==> src/rtl/serial_2wire_regwriter_pkg.sv <==
// Shared types for the serial_2wire register-write sequencer.
package serial_2wire_regwriter_pkg;

  localparam int unsigned REGWR_BITS = 8;

  typedef enum logic [2:0] {
    ST_RESET,
    ST_IDLE,
    ST_SEND_REG,
    ST_SEND_DATA,
    ST_WAIT_DONE
  } t_regwr_state;

  // One queued bus write: register byte in the upper half, value byte below.
  typedef struct packed {
    logic [REGWR_BITS-1:0] regaddr;
    logic [REGWR_BITS-1:0] val;
  } t_regwr_pair;

  // True while a byte of the current pair is being handed to serial_2wire.
  function automatic logic is_sending(input t_regwr_state s);
    return (s == ST_SEND_REG) || (s == ST_SEND_DATA);
  endfunction

endpackage

==> src/rtl/serial_2wire_regwriter_fifo_sync.sv <==
// Synchronous FIFO with wrap-bit pointers; exposes head, level, full, empty.
module fifo_sync #(
  parameter int unsigned WIDTH = 16,
  parameter int unsigned DEPTH = 4
) (
  input  logic                     clk,
  input  logic                     rst,
  input  logic                     push,
  input  logic [WIDTH-1:0]         push_data,
  input  logic                     pop,
  output logic [WIDTH-1:0]         head,
  output logic [$clog2(DEPTH):0]   level,
  output logic                     full,
  output logic                     empty
);

  localparam int unsigned AW = $clog2(DEPTH);

  logic [WIDTH-1:0] mem [DEPTH];
  logic [AW:0]      wr_ptr;
  logic [AW:0]      rd_ptr;
  logic             do_push;
  logic             do_pop;

  assign do_push = push && !full;
  assign do_pop  = pop && !empty;

  // Pointer update; reset empties the FIFO.
  always_ff @(posedge clk or posedge rst) begin
    if (rst) begin
      wr_ptr <= '0;
      rd_ptr <= '0;
    end else begin
      if (do_push) wr_ptr <= wr_ptr + (AW+1)'(1);
      if (do_pop)  rd_ptr <= rd_ptr + (AW+1)'(1);
    end
  end

  // Storage write; contents need no reset because the pointers gate reads.
  always_ff @(posedge clk) begin
    if (do_push) mem[wr_ptr[AW-1:0]] <= push_data;
  end

  assign head  = mem[rd_ptr[AW-1:0]];
  assign level = wr_ptr - rd_ptr;
  assign empty = (wr_ptr == rd_ptr);
  assign full  = (wr_ptr[AW] != rd_ptr[AW]) && (wr_ptr[AW-1:0] == rd_ptr[AW-1:0]);

endmodule

==> src/rtl/serial_2wire_regwriter.sv <==
// Sequences buffered (register, value) pairs onto serial_2wire as write transactions.
module serial_2wire_regwriter
  import serial_2wire_regwriter_pkg::*;
#(
  parameter int unsigned BITS       = 8,
  parameter int unsigned FIFO_DEPTH = 4,
  parameter int unsigned ERR_BITS   = 8
) (
  input  logic                        in_clk,
  input  logic                        in_rst,
  input  logic                        in_cmd_valid,
  input  logic [BITS-1:0]             in_cmd_reg,
  input  logic [BITS-1:0]             in_cmd_val,
  output logic                        out_cmd_ready,
  output logic                        out_serial_rst,
  output logic                        out_serial_enable,
  output logic [BITS-1:0]             out_serial_data,
  input  logic                        in_serial_ready,
  input  logic                        in_serial_next,
  input  logic                        in_serial_err,
  output logic                        out_busy,
  output logic [$clog2(FIFO_DEPTH):0] out_level,
  output logic [ERR_BITS-1:0]         out_err_count
);

  t_regwr_state      state;
  logic              next_prev;
  logic              next_rise;
  logic              sending;
  logic              fifo_full;
  logic              fifo_empty;
  logic              push;
  logic              pop;
  logic [2*BITS-1:0] head;
  logic [BITS-1:0]   head_reg;
  logic [BITS-1:0]   head_val;

  assign head_reg  = head[2*BITS-1:BITS];
  assign head_val  = head[BITS-1:0];
  assign sending   = is_sending(state);
  assign next_rise = in_serial_next && !next_prev;

  assign out_cmd_ready = !fifo_full;
  assign push          = in_cmd_valid && !fifo_full;
  // The head stays in place for the whole transaction and leaves only once it is finished or aborted.
  assign pop = (sending && in_serial_err) || ((state == ST_SEND_DATA) && next_rise);

  fifo_sync #(
    .WIDTH (2*BITS),
    .DEPTH (FIFO_DEPTH)
  ) u_fifo (
    .clk       (in_clk),
    .rst       (in_rst),
    .push      (push),
    .push_data ({in_cmd_reg, in_cmd_val}),
    .pop       (pop),
    .head      (head),
    .level     (out_level),
    .full      (fifo_full),
    .empty     (fifo_empty)
  );

  // Previous in_serial_next, so a held-high strobe counts as a single edge.
  always_ff @(posedge in_clk or posedge in_rst) begin
    if (in_rst) next_prev <= 1'b0;
    else        next_prev <= in_serial_next;
  end

  // Transaction sequencing; an error while sending aborts the pair.
  always_ff @(posedge in_clk or posedge in_rst) begin
    if (in_rst) begin
      state <= ST_RESET;
    end else begin
      case (state)
        ST_RESET:     state <= ST_IDLE;
        ST_IDLE:      if (!fifo_empty && in_serial_ready) state <= ST_SEND_REG;
        ST_SEND_REG: begin
          if (in_serial_err)  state <= ST_WAIT_DONE;
          else if (next_rise) state <= ST_SEND_DATA;
        end
        ST_SEND_DATA: if (in_serial_err || next_rise) state <= ST_WAIT_DONE;
        ST_WAIT_DONE: if (in_serial_ready) state <= ST_IDLE;
        default:      state <= ST_RESET;
      endcase
    end
  end

  // Saturating count of bus errors seen while a pair is in flight.
  always_ff @(posedge in_clk or posedge in_rst) begin
    if (in_rst) begin
      out_err_count <= '0;
    end else if (sending && in_serial_err && (out_err_count != '1)) begin
      out_err_count <= out_err_count + ERR_BITS'(1);
    end
  end

  // Output decode of state and FIFO head; serial reset stays low while our own reset is held.
  always_comb begin
    out_serial_rst    = 1'b0;
    out_serial_enable = 1'b0;
    out_serial_data   = '0;
    case (state)
      ST_RESET:     out_serial_rst = !in_rst;
      ST_SEND_REG: begin
        out_serial_enable = 1'b1;
        out_serial_data   = head_reg;
      end
      ST_SEND_DATA: begin
        out_serial_enable = 1'b1;
        out_serial_data   = head_val;
      end
      default: ;
    endcase
  end

  assign out_busy = (state != ST_IDLE) || !fifo_empty;

endmodule
==> config.mk <==
export PLATFORM = sky130hd
export DESIGN_NAME = serial_2wire_regwriter
export DESIGN_NICKNAME = d
export VERILOG_FILES = /design/src/rtl/serial_2wire_regwriter_pkg.sv /design/src/rtl/serial_2wire_regwriter_fifo_sync.sv /design/src/rtl/serial_2wire_regwriter.sv
export SDC_FILE = /design/constraint.sdc
export NUM_CORES = 1
export LEC_CHECK = 0
export CAP_MARGIN = 30
export CORE_MARGIN = 8
export CORE_UTILIZATION = 30
export CTS_CLUSTER_DIAMETER = 60
export CTS_CLUSTER_SIZE = 30
export DETAILED_ROUTE_END_ITERATION = 7
export PLACE_DENSITY_LB_ADDON = 0.3
export SYNTH_ARGS = -nofsm -noshare
export SYNTH_HDL_FRONTEND = slang
export SYNTH_SLANG_ARGS = --single-unit
==> constraint.sdc <==
create_clock -name in_clk -period 3.9 [get_ports in_clk]
set_input_delay 0.585 -clock in_clk [delete_from_list [all_inputs] [get_ports in_clk]]
set_output_delay 0.585 -clock in_clk [all_outputs]
set_load 0.01 [all_outputs]
---- Word level (Yosys, flattened, before mapping) ----
Memories as Yosys holds them, arrays and structs flattened.
Cells that the tools add are included.
word-level totals
  register bits ........................... 18
  RAM bits ................................ 64
  bits of input ports ..................... 22
  output and inout port bits .............. 23
  word-level logic and storage cells ...... 54
  memories kept ........................... 1
memories
  memory      depth  width  read ports  clocked after Yosys merged registers in  wr ports  line                                    text
  u_fifo.mem  4      16     1           0                                        1         serial_2wire_regwriter_fifo_sync.sv:19  logic [WIDTH-1:0] mem [DEPTH];
cells by class
  add/sub/neg operators ................... 4
  eq/ne operators ......................... 13
  multiplexer cells ....................... 11
  reductions and logical operators ........ 20
operators with widths
  operator               count
  $pmux W8 S2            1
  $mux W3                5
  $pmux W3 S5            1
  $logic_and A1 B1 Y1    9
  $add A8 B1 Y8 const B  1
  $ne A8 B8 Y1 const B   1
  $add A3 B1 Y3 const B  2
  $eq A3 B2 Y1 const B   2
  $logic_not A1 Y1       4
  $logic_or A1 B1 Y1     4
  $mux W1                4
  $ne A2 B2 Y1 const B   2
  $reduce_and A4 Y1      1
  $eq A3 B1 Y1 const B   1
  $eq A3 B3 Y1           1
  $eq A3 B3 Y1 const B   1
  $logic_not A3 Y1       1
  $ne A3 B1 Y1 const B   1
  $ne A3 B3 Y1 const B   1
  $sub A3 B3 Y3          1
  $eq A2 B2 Y1           1
  $ne A2 B1 Y1 const B   1
  $reduce_or A2 Y1       1
  $ne A1 B1 Y1           1

---- Logic depth before layout (Yosys ltp) ----
Gate-level depths: netlist of the first run.
  word-level depth ........................ 7
  mapped depth ............................ 8
  gate-level depth less buffers ........... 6

---- By module ----
Synthesis of the first run repeated with hierarchy kept, for this count alone.
unflattened totals
  cells, all modules ...................... 212
  area total of the unflattened synthesis .. 3535.9 µm²
by module, submodules not included
  module                  times used  cells each  area each (µm²)
  fifo_sync               1           129         2772.7
  serial_2wire_regwriter  1           83          763.2

---- Least setup slack after synthesis of the first run ----
Ideal clock, no wire load.
  kind .................................... reg2reg
  start ................................... reg u_fifo.rd_ptr[1]
  end ..................................... mem u_fifo.mem[3][0] (enable)
  data arrival time ....................... 1.953 ns
  data required time ...................... 3.525 ns
  setup slack ............................. 1.572 ns
  cell stages (with the launch flop) ...... 8
  path buffers ............................ 2
  clock period less this slack ............ 2.328 ns
  path through ............................ dfrtp_1 buf_2 buf_2 inv_2 ha_1 nand2_1 o21a_1 and2_1
between the ends
  longest elaborated chain between the ends .. 7
RTL lines
  item                             line                                                                  text
  start, declared                  serial_2wire_regwriter_fifo_sync.sv:21                                logic [AW:0] rd_ptr;
  start signal, assigned           serial_2wire_regwriter_fifo_sync.sv:35                                if (do_pop) rd_ptr <= rd_ptr + (AW+1)'(1);
  $eq A2 B2 Y1 *                   serial_2wire_regwriter_fifo_sync.sv:47                                assign full = (wr_ptr[AW] != rd_ptr[AW]) && (wr_ptr[AW-1:0] == rd_ptr[AW-1:0]);
  $logic_and A1 B1 Y1 *            serial_2wire_regwriter_fifo_sync.sv:47
  $logic_not A1 Y1 *               serial_2wire_regwriter_fifo_sync.sv:25, serial_2wire_regwriter.sv:44
  $logic_and A1 B1 Y1              serial_2wire_regwriter.sv:44                                          assign push = in_cmd_valid && !fifo_full;
  $logic_and A1 B1 Y1 *            serial_2wire_regwriter_fifo_sync.sv:25                                assign do_push = push && !full;
  $mux W1 *                        serial_2wire_regwriter_fifo_sync.sv:41                                if (do_push) mem[wr_ptr[AW-1:0]] <= push_data;
  $mux W1 (implied by the code) *  serial_2wire_regwriter_fifo_sync.sv:41
  end, declared                    serial_2wire_regwriter_fifo_sync.sv:19
Every way passes the cells marked *; elsewhere a longest branch is shown, timed or not.

---- Worst setup path after layout of the first run ----
  start ................................... reg u_fifo.rd_ptr[0]
  end ..................................... out out_busy
between the ends
  longest elaborated chain between the ends .. 3
RTL lines
  item                line                                    text
  $eq A3 B3 Y1        serial_2wire_regwriter_fifo_sync.sv:46  assign empty = (wr_ptr == rd_ptr);
  $logic_not A1 Y1    serial_2wire_regwriter.sv:116           assign out_busy = (state != ST_IDLE) || !fifo_empty;
  $logic_or A1 B1 Y1  serial_2wire_regwriter.sv:116
  end, declared       serial_2wire_regwriter.sv:21            output logic out_busy,
No other way between the ends.

==> metrics.md, run 1 <==
| Metric | Value |
|---|---|
| Synth warn | 0 |
| Leakage dissipation | 1.64 nW |
| Post-synth cell types | 42 |
| Critical Path AT | 2.45 ns |
| Crit path buffers/inverters | 3 |
| Share of cells above drive strength 1 | 15.6% |
| First-pass GRT wire length | 11.0 mm |
| Io pins | 45 |
| WL/cell | 16.5 um |
| Rows | 40 |
| Worst-Margin Slew | 0.741 ns |
| Synth Register Bits | 82 |
| Final period util | 77.8% |
| Fin. Hold Viols | 0 |
| Ant. Diodes | 0 |
| DRC viols | 0 |
| Synth area leader | edfxtp_1 |
| Clock Sinks | 82 |
| Post_cts resized | 0 |
| Cts hold-fix bufs | 0 |
| PortBufs | 44 |
| Vias | 1,874 |
| Starting density of the core | 30.3% |
| FILL cells | 1,136 |
| Top FF cell, synth | edfxtp_1 |
| Critical Path Max Stage Delay | 0.50 ns |
| 1st-iter DRT viols | 97 |
| Setup-failing EPs final | 0 |
| Worst-Skew Late Latency | 0.34 ns |
| Clk buf depth | 2 |
| Die height | 125 um |
| CTS buffer count | 9 |
| Fin Setup TNS | 0 ns |
| Core area | 11,800 um^2 |
| Root Driver | clkbuf_16 |
| Largest net degree at the start of global routing | 21 |
| Worst Hold Class | reg -> reg |
| Net Count, Synth | 235 |
| Post-route cell area | 4470 um^2 |
| Register area share after synthesis | 66.2% |
| Status | finished clean |
| Area grow syn2layout | 24.7% |
| Dpl ws | 1.21 ns |
| Overall routing resource usage | 9.08% |
| CP endpoint kind | output port |
| Multi-input gate area | 1090 um^2 |
| Power Density | 759 nW/um^2 |
| Most frequent cell after synthesis | edfxtp_1 |
| Slew HR | 50.6% |
| CP Data Required Time | 3.31 ns |
| DR pass1 iterations | 4 |
| Worst setup path class | reg -> out |
| F_max | 329 MHz |
| Max Cap Viol | 0 |
| Antenna Violating Nets Remaining | 0 |
| Drt total wl | 6.76 mm |
| FF+latch area | 2370 um^2 |
| Slowest-stage cell, CP | dfrtp_1 |
| Placer Congestion | 0.730 |
| Die span in x | 125 um |
| RSZ-0062 raised after global routing | false |
| Post-synth top area share | 53.6% |
| Vias in the first global route | 2,058 |
| Post-DP Area | 4200 um^2 |
| Layout Nets | 289 |
| Synthesized area | 3580 um^2 |
| Async S/R FF share, synth | 22.0% |
| CTS tree | built |
| Commonest cells post-synth | edfxtp_1, dfrtp_1, nor2_1 |
| Syn avg cell area | 17.6 um^2 |
| Worst vdd ir | 0.378 mV |
| R2R setup slack | 1.65 ns |
| Min cycle time layout | 3.04 ns |
| Crit-path leading delay family | buffers and inverters |
| Synth top area cells | edfxtp_1, dfrtp_1, mux4_2, mux4_1, ha_1 |
| Clock Skew | 0.00470 ns |
| Finished Core Util | 37.8% |
| Final-report max-slew violation count | 0 |
| Die area | 15,700 um^2 |
| Initial antenna violation count | 0 |
| Number of setup buffers added after CTS | 0 |
| EDFF count, synth | 64 |
| Cells after Synth | 204 |
| Startpoint Class | flip-flop |
| Setup WS post-layout | 0.864 ns |
| Via density | 4.57 |
| Worst-path cell chain | buf_12 > ha_1 > nand2_1 > nor4_2 > inv_1 > clkdlybuf4s50_1 |
| H-tree levels | 3 |
| Reg clk slew, reported paths | 0.06 ns |
| Crit-path max FO | 14 |
| Gr ovfl total | 0 |
| Post-DP HPWL | 4.49 mm |
==> per-layer routing <==
metal,routed length [um],vias up,GRT usage (%)
li1,-,889,-
met3,441,12,3.57
met4,123,0,4.08
met5,0,-,0
met2,3090,48,14.1
met1,3110,925,10.9
==> cell type report <==
type                    instances  share of cell area, %
flip-flops and latches         82                   53.1
repair buffers                 50                   11.1
clock inverters                 5                  0.840
well taps                     147                   4.12
multi-input cells             104                   24.5
inverters                      11                   1.09
clock buffers                  11                   5.21
==> metrics by stage <==
stage | total power [W] | hold slack, ns | instances
after detailed placement | 0.00268 | 0.519 | 394
after floorplan | 0.00217 | 0.498 | 204
after global routing | 0.00362 | 0.534 | 410
final | 0.00339 | 0.528 | 410
after global placement | 0.00267 | 0.518 | 394
after CTS | 0.00346 | 0.528 | 410
==> cell usage in the layout, fill, tap and decap left out, drive strengths merged, types with 2 or more instances in the layout <==
master,instances
a21oi,4
a31oi,2
and2,4
and3,2
buf,6
clkbuf,11
clkdlybuf4s50,44
dfrtp,18
edfxtp,64
ha,8
inv,14
mux2,3
mux2i,9
mux4,16
nand2,6
nand2b,3
nand3,3
nor2,11
nor2b,3
nor3,3
nor4,2
o21ai,4
xnor2,5
xor2,7
==> path summary, 6_finish.rpt <==
check,start,to,depth (start not counted)
setup / recovery,u_fifo.rd_ptr[0]$_DFFE_PP0P_,out_busy,6
min in group asynchronous,in_rst,u_fifo.rd_ptr[0]$_DFFE_PP0P_,2
hold reg to reg,out_err_count[3]$_DFFE_PP0P_,out_err_count[3]$_DFFE_PP0P_,1
setup reg to reg,u_fifo.rd_ptr[0]$_DFFE_PP0P_,u_fifo.mem[3][15]$_DFFE_PP_,6
max in group asynchronous,in_rst,u_fifo.wr_ptr[2]$_DFFE_PP0P_,2
hold / removal,out_err_count[3]$_DFFE_PP0P_,out_err_count[3]$_DFFE_PP0P_,1
==> logic make-up after synthesis <==
group	after synthesis	share of synthesized area (%)
xor gates and xnor gates	12	2.93
buffers and inverters	18	3.28
and+or+nand+nor	40	6.84
AOI/OAI and AO/OA	15	2.93
DFF	82	66.2
muxes	28	14.5
adders and majority gates	9	3.35
==> flip-flops by register name, summed over array words and instances (netlist names) <==
name,count
next_prev,1
out_err_count,8
state,3
u_fifo.mem,64
u_fifo.rd_ptr,3
u_fifo.wr_ptr,3
==> where the power goes <==
part / total (W) / switching [W] / internal (W)
clock: 0.000768 / 0.000332 / 0.000436
sequential: 0.00131 / 0.000123 / 0.00118
combinational: 0.00132 / 0.000636 / 0.000679
Note: power is estimated with default switching activity, not from simulation.
==> run 2: changes to the inputs <==
==> constraint.sdc (replaced) <==
create_clock -name in_clk -period 2.8 [get_ports in_clk]
set_input_delay 0.42 -clock in_clk [delete_from_list [all_inputs] [get_ports in_clk]]
set_output_delay 0.42 -clock in_clk [all_outputs]
set_load 0.01 [all_outputs]
==> run 2 against run 1 <==
  * Clock skew rose by 0.0011 ns
  * Sequential power rose by 38%
  * Via count rose by 0.80%
  * Power rose by 47%
  * Clock power rose by 68%
  * Final cell count rose by 0.24%
  * Critical endpoint unchanged
  * Setup slack got worse by 0.72 ns
  * Critical path depth did not move
  * Utilization rose by 0.57 points
  * Register-to-register slack got worse by 0.95 ns
==> metrics.md, run 2 (synthesis results as in run 1) <==
| Metric | Value |
|---|---|
| Status | finished clean |
| Rows | 40 (unchanged) |
| WL/cell | 17.2 um (+4.4%) |
| Share of cells above drive strength 1 | 17.0% (+1.5 points) |
| Crit-path max FO | 4 (-10) |
| Final-report max-slew violation count | 0 (unchanged) |
| Setup-failing EPs final | 0 (unchanged) |
| Antenna Violating Nets Remaining | 0 (unchanged) |
| CTS tree | built |
| Power Density | 1100 nW/um^2 (+45%) |
| Worst vdd ir | 0.360 mV (-4.7%) |
| Largest net degree at the start of global routing | 19 (-9.5%) |
| Root Driver | clkbuf_16 |
| Layout Nets | 290 (+0.35%) |
| Critical Path AT | 2.24 ns (-0.21 ns) |
| Clk buf depth | 2 (unchanged) |
| Final period util | 94.9% |
| First-pass GRT wire length | 11.5 mm (+4.8%) |
| Met2 Use GR | 15.2% (+1.1 points) |
| Fin. Hold Viols | 0 (unchanged) |
| Post_cts resized | 0 (unchanged) |
| Slew HR | 49.3% (-1.2 points) |
| Startpoint Class | flip-flop |
| Grt met3 use | 3.87% (+0.30 points) |
| Grt peak-use layer | met2 |
| Leakage dissipation | 1.68 nW (+2.3%) |
| H-tree levels | 3 (unchanged) |
| Worst-Skew Late Latency | 0.33 ns (about the same) |
| Clock Skew | 0.00577 ns (+0.00107 ns) |
| Max Cap Viol | 0 (unchanged) |
| Initial antenna violation count | 0 (unchanged) |
| Max reg flops | 64 (unchanged) |
| Hold slack final | 0.523 ns (-0.00517 ns) |
| DR pass1 iterations | 5 (+1) |
| Setup WS post-layout | 0.143 ns (-0.721 ns) |
| Area grow syn2layout | 26.5% |
| CP endpoint kind | output port |
| Die height | 125 um (unchanged) |
| Post-DP HPWL | 4.71 mm (+5.0%) |
| Placer Congestion | 0.729 (-0.18%) |
| Finished Core Util | 38.4% (+0.57 points) |
| Via density | 4.60 (+0.56%) |
| PortBufs | 44 (unchanged) |
| Drt total wl | 7.08 mm (+4.7%) |
| CTS buffer count | 9 (unchanged) |
| Overall routing resource usage | 9.51% (+0.44 points) |
| Vias in the first global route | 2,058 (unchanged) |
| Starting density of the core | 30.3% (unchanged) |
| Ant. Diodes | 0 (unchanged) |
| Met1 GRT Util | 11.3% (+0.45 points) |
| Power after layout | 0.00498 W (+47%) |
| Io pins | 45 (unchanged) |
| Dpl ws | 0.395 ns (-0.816 ns) |
| Min cycle time layout | 2.66 ns |
| Commonest non-fill, non-tap cell in the layout | edfxtp_1 |
| Number of setup buffers added after CTS | 0 (unchanged) |
| Most frequent cells in the layout | edfxtp_1, clkdlybuf4s50_1, dfrtp_1, nor2_1 |
| Worst setup path class | reg -> out |
| Reg clk slew, reported paths | 0.06 ns (about the same) |
| DRC viols | 0 (unchanged) |
| CP Data Required Time | 2.38 ns (-0.93 ns) |
| Vias | 1,889 (+0.80%) |
| Worst Hold Class | reg -> reg |
| Worst-Margin Slew | 0.759 ns (+0.0177 ns) |
| Core area | 11,800 um^2 (unchanged) |
| Clock Sinks | 82 (unchanged) |
| Gr ovfl total | 0 (unchanged) |
| Die span in x | 125 um (unchanged) |
| F_max | 376 MHz |
| Cts hold-fix bufs | 0 (unchanged) |
| 1st-iter DRT viols | 102 (+5.2%) |
| Die area | 15,700 um^2 (unchanged) |
-- run 2: where the power goes --
| group | internal (W) | switching (W) | total, W |
|---|---|---|---|
| combinational | 0.000946 | 0.000922 | 0.00187 |
| sequential | 0.00165 | 0.000166 | 0.00181 |
| clock | 0.000798 | 0.000496 | 0.00129 |
-- run 2: worst max-delay path: stages (launching register included) --
cell,delay [ns]
dfrtp_1,0.38
inv_1,0.11
ha_1,0.35
nand2_1,0.15
nor4_4,0.32
inv_1,0.09
clkdlybuf4s50_1,0.50
-- run 2: cell type report --
class | count | area (um^2)
fill | 1105 | 7280
sequential | 82 | 2370
multi-input combinational | 104 | 1100
timing repair buffer | 51 | 497
clock buffer | 9 | 225
tap | 147 | 184
clock inverter | 7 | 105
inverter | 11 | 48.8
-- run 2: worst paths after layout --
kind | startpoint | to | slack (ns) | depth (start not counted)
setup / recovery | u_fifo.wr_ptr[0]$_DFFE_PP0P_ | out_busy | 0.14 | 6
hold / removal | u_fifo.wr_ptr[2]$_DFFE_PP0P_ | u_fifo.wr_ptr[2]$_DFFE_PP0P_ | 0.52 | 1
setup reg to reg | u_fifo.wr_ptr[0]$_DFFE_PP0P_ | u_fifo.mem[3][1]$_DFFE_PP_ | 0.70 | 6
hold reg to reg | u_fifo.wr_ptr[2]$_DFFE_PP0P_ | u_fifo.wr_ptr[2]$_DFFE_PP0P_ | 0.52 | 1
max in group asynchronous | in_rst | out_err_count[0]$_DFFE_PP0P_ | 1.74 | 2
min in group asynchronous | in_rst | out_err_count[2]$_DFFE_PP0P_ | 0.58 | 2
-- run 2: stage by stage --
step	cells	instance area, um^2	setup TNS, ns
after detailed placement	395	4190	0
after CTS	411	4520	0
after global placement	395	4190	0
after global routing	411	4530	-0.00639
after floorplan	204	3580	0
final	411	4530	0
-- run 2: metal layers --
| metal | vias to the layer above | wire, um |
|---|---|---|
| met2 | 46 | 3340 |
| li1 | 893 | - |
| met1 | 945 | 3310 |
| met5 | - | 0 |
| met3 | 5 | 375 |
| met4 | 0 | 54 |
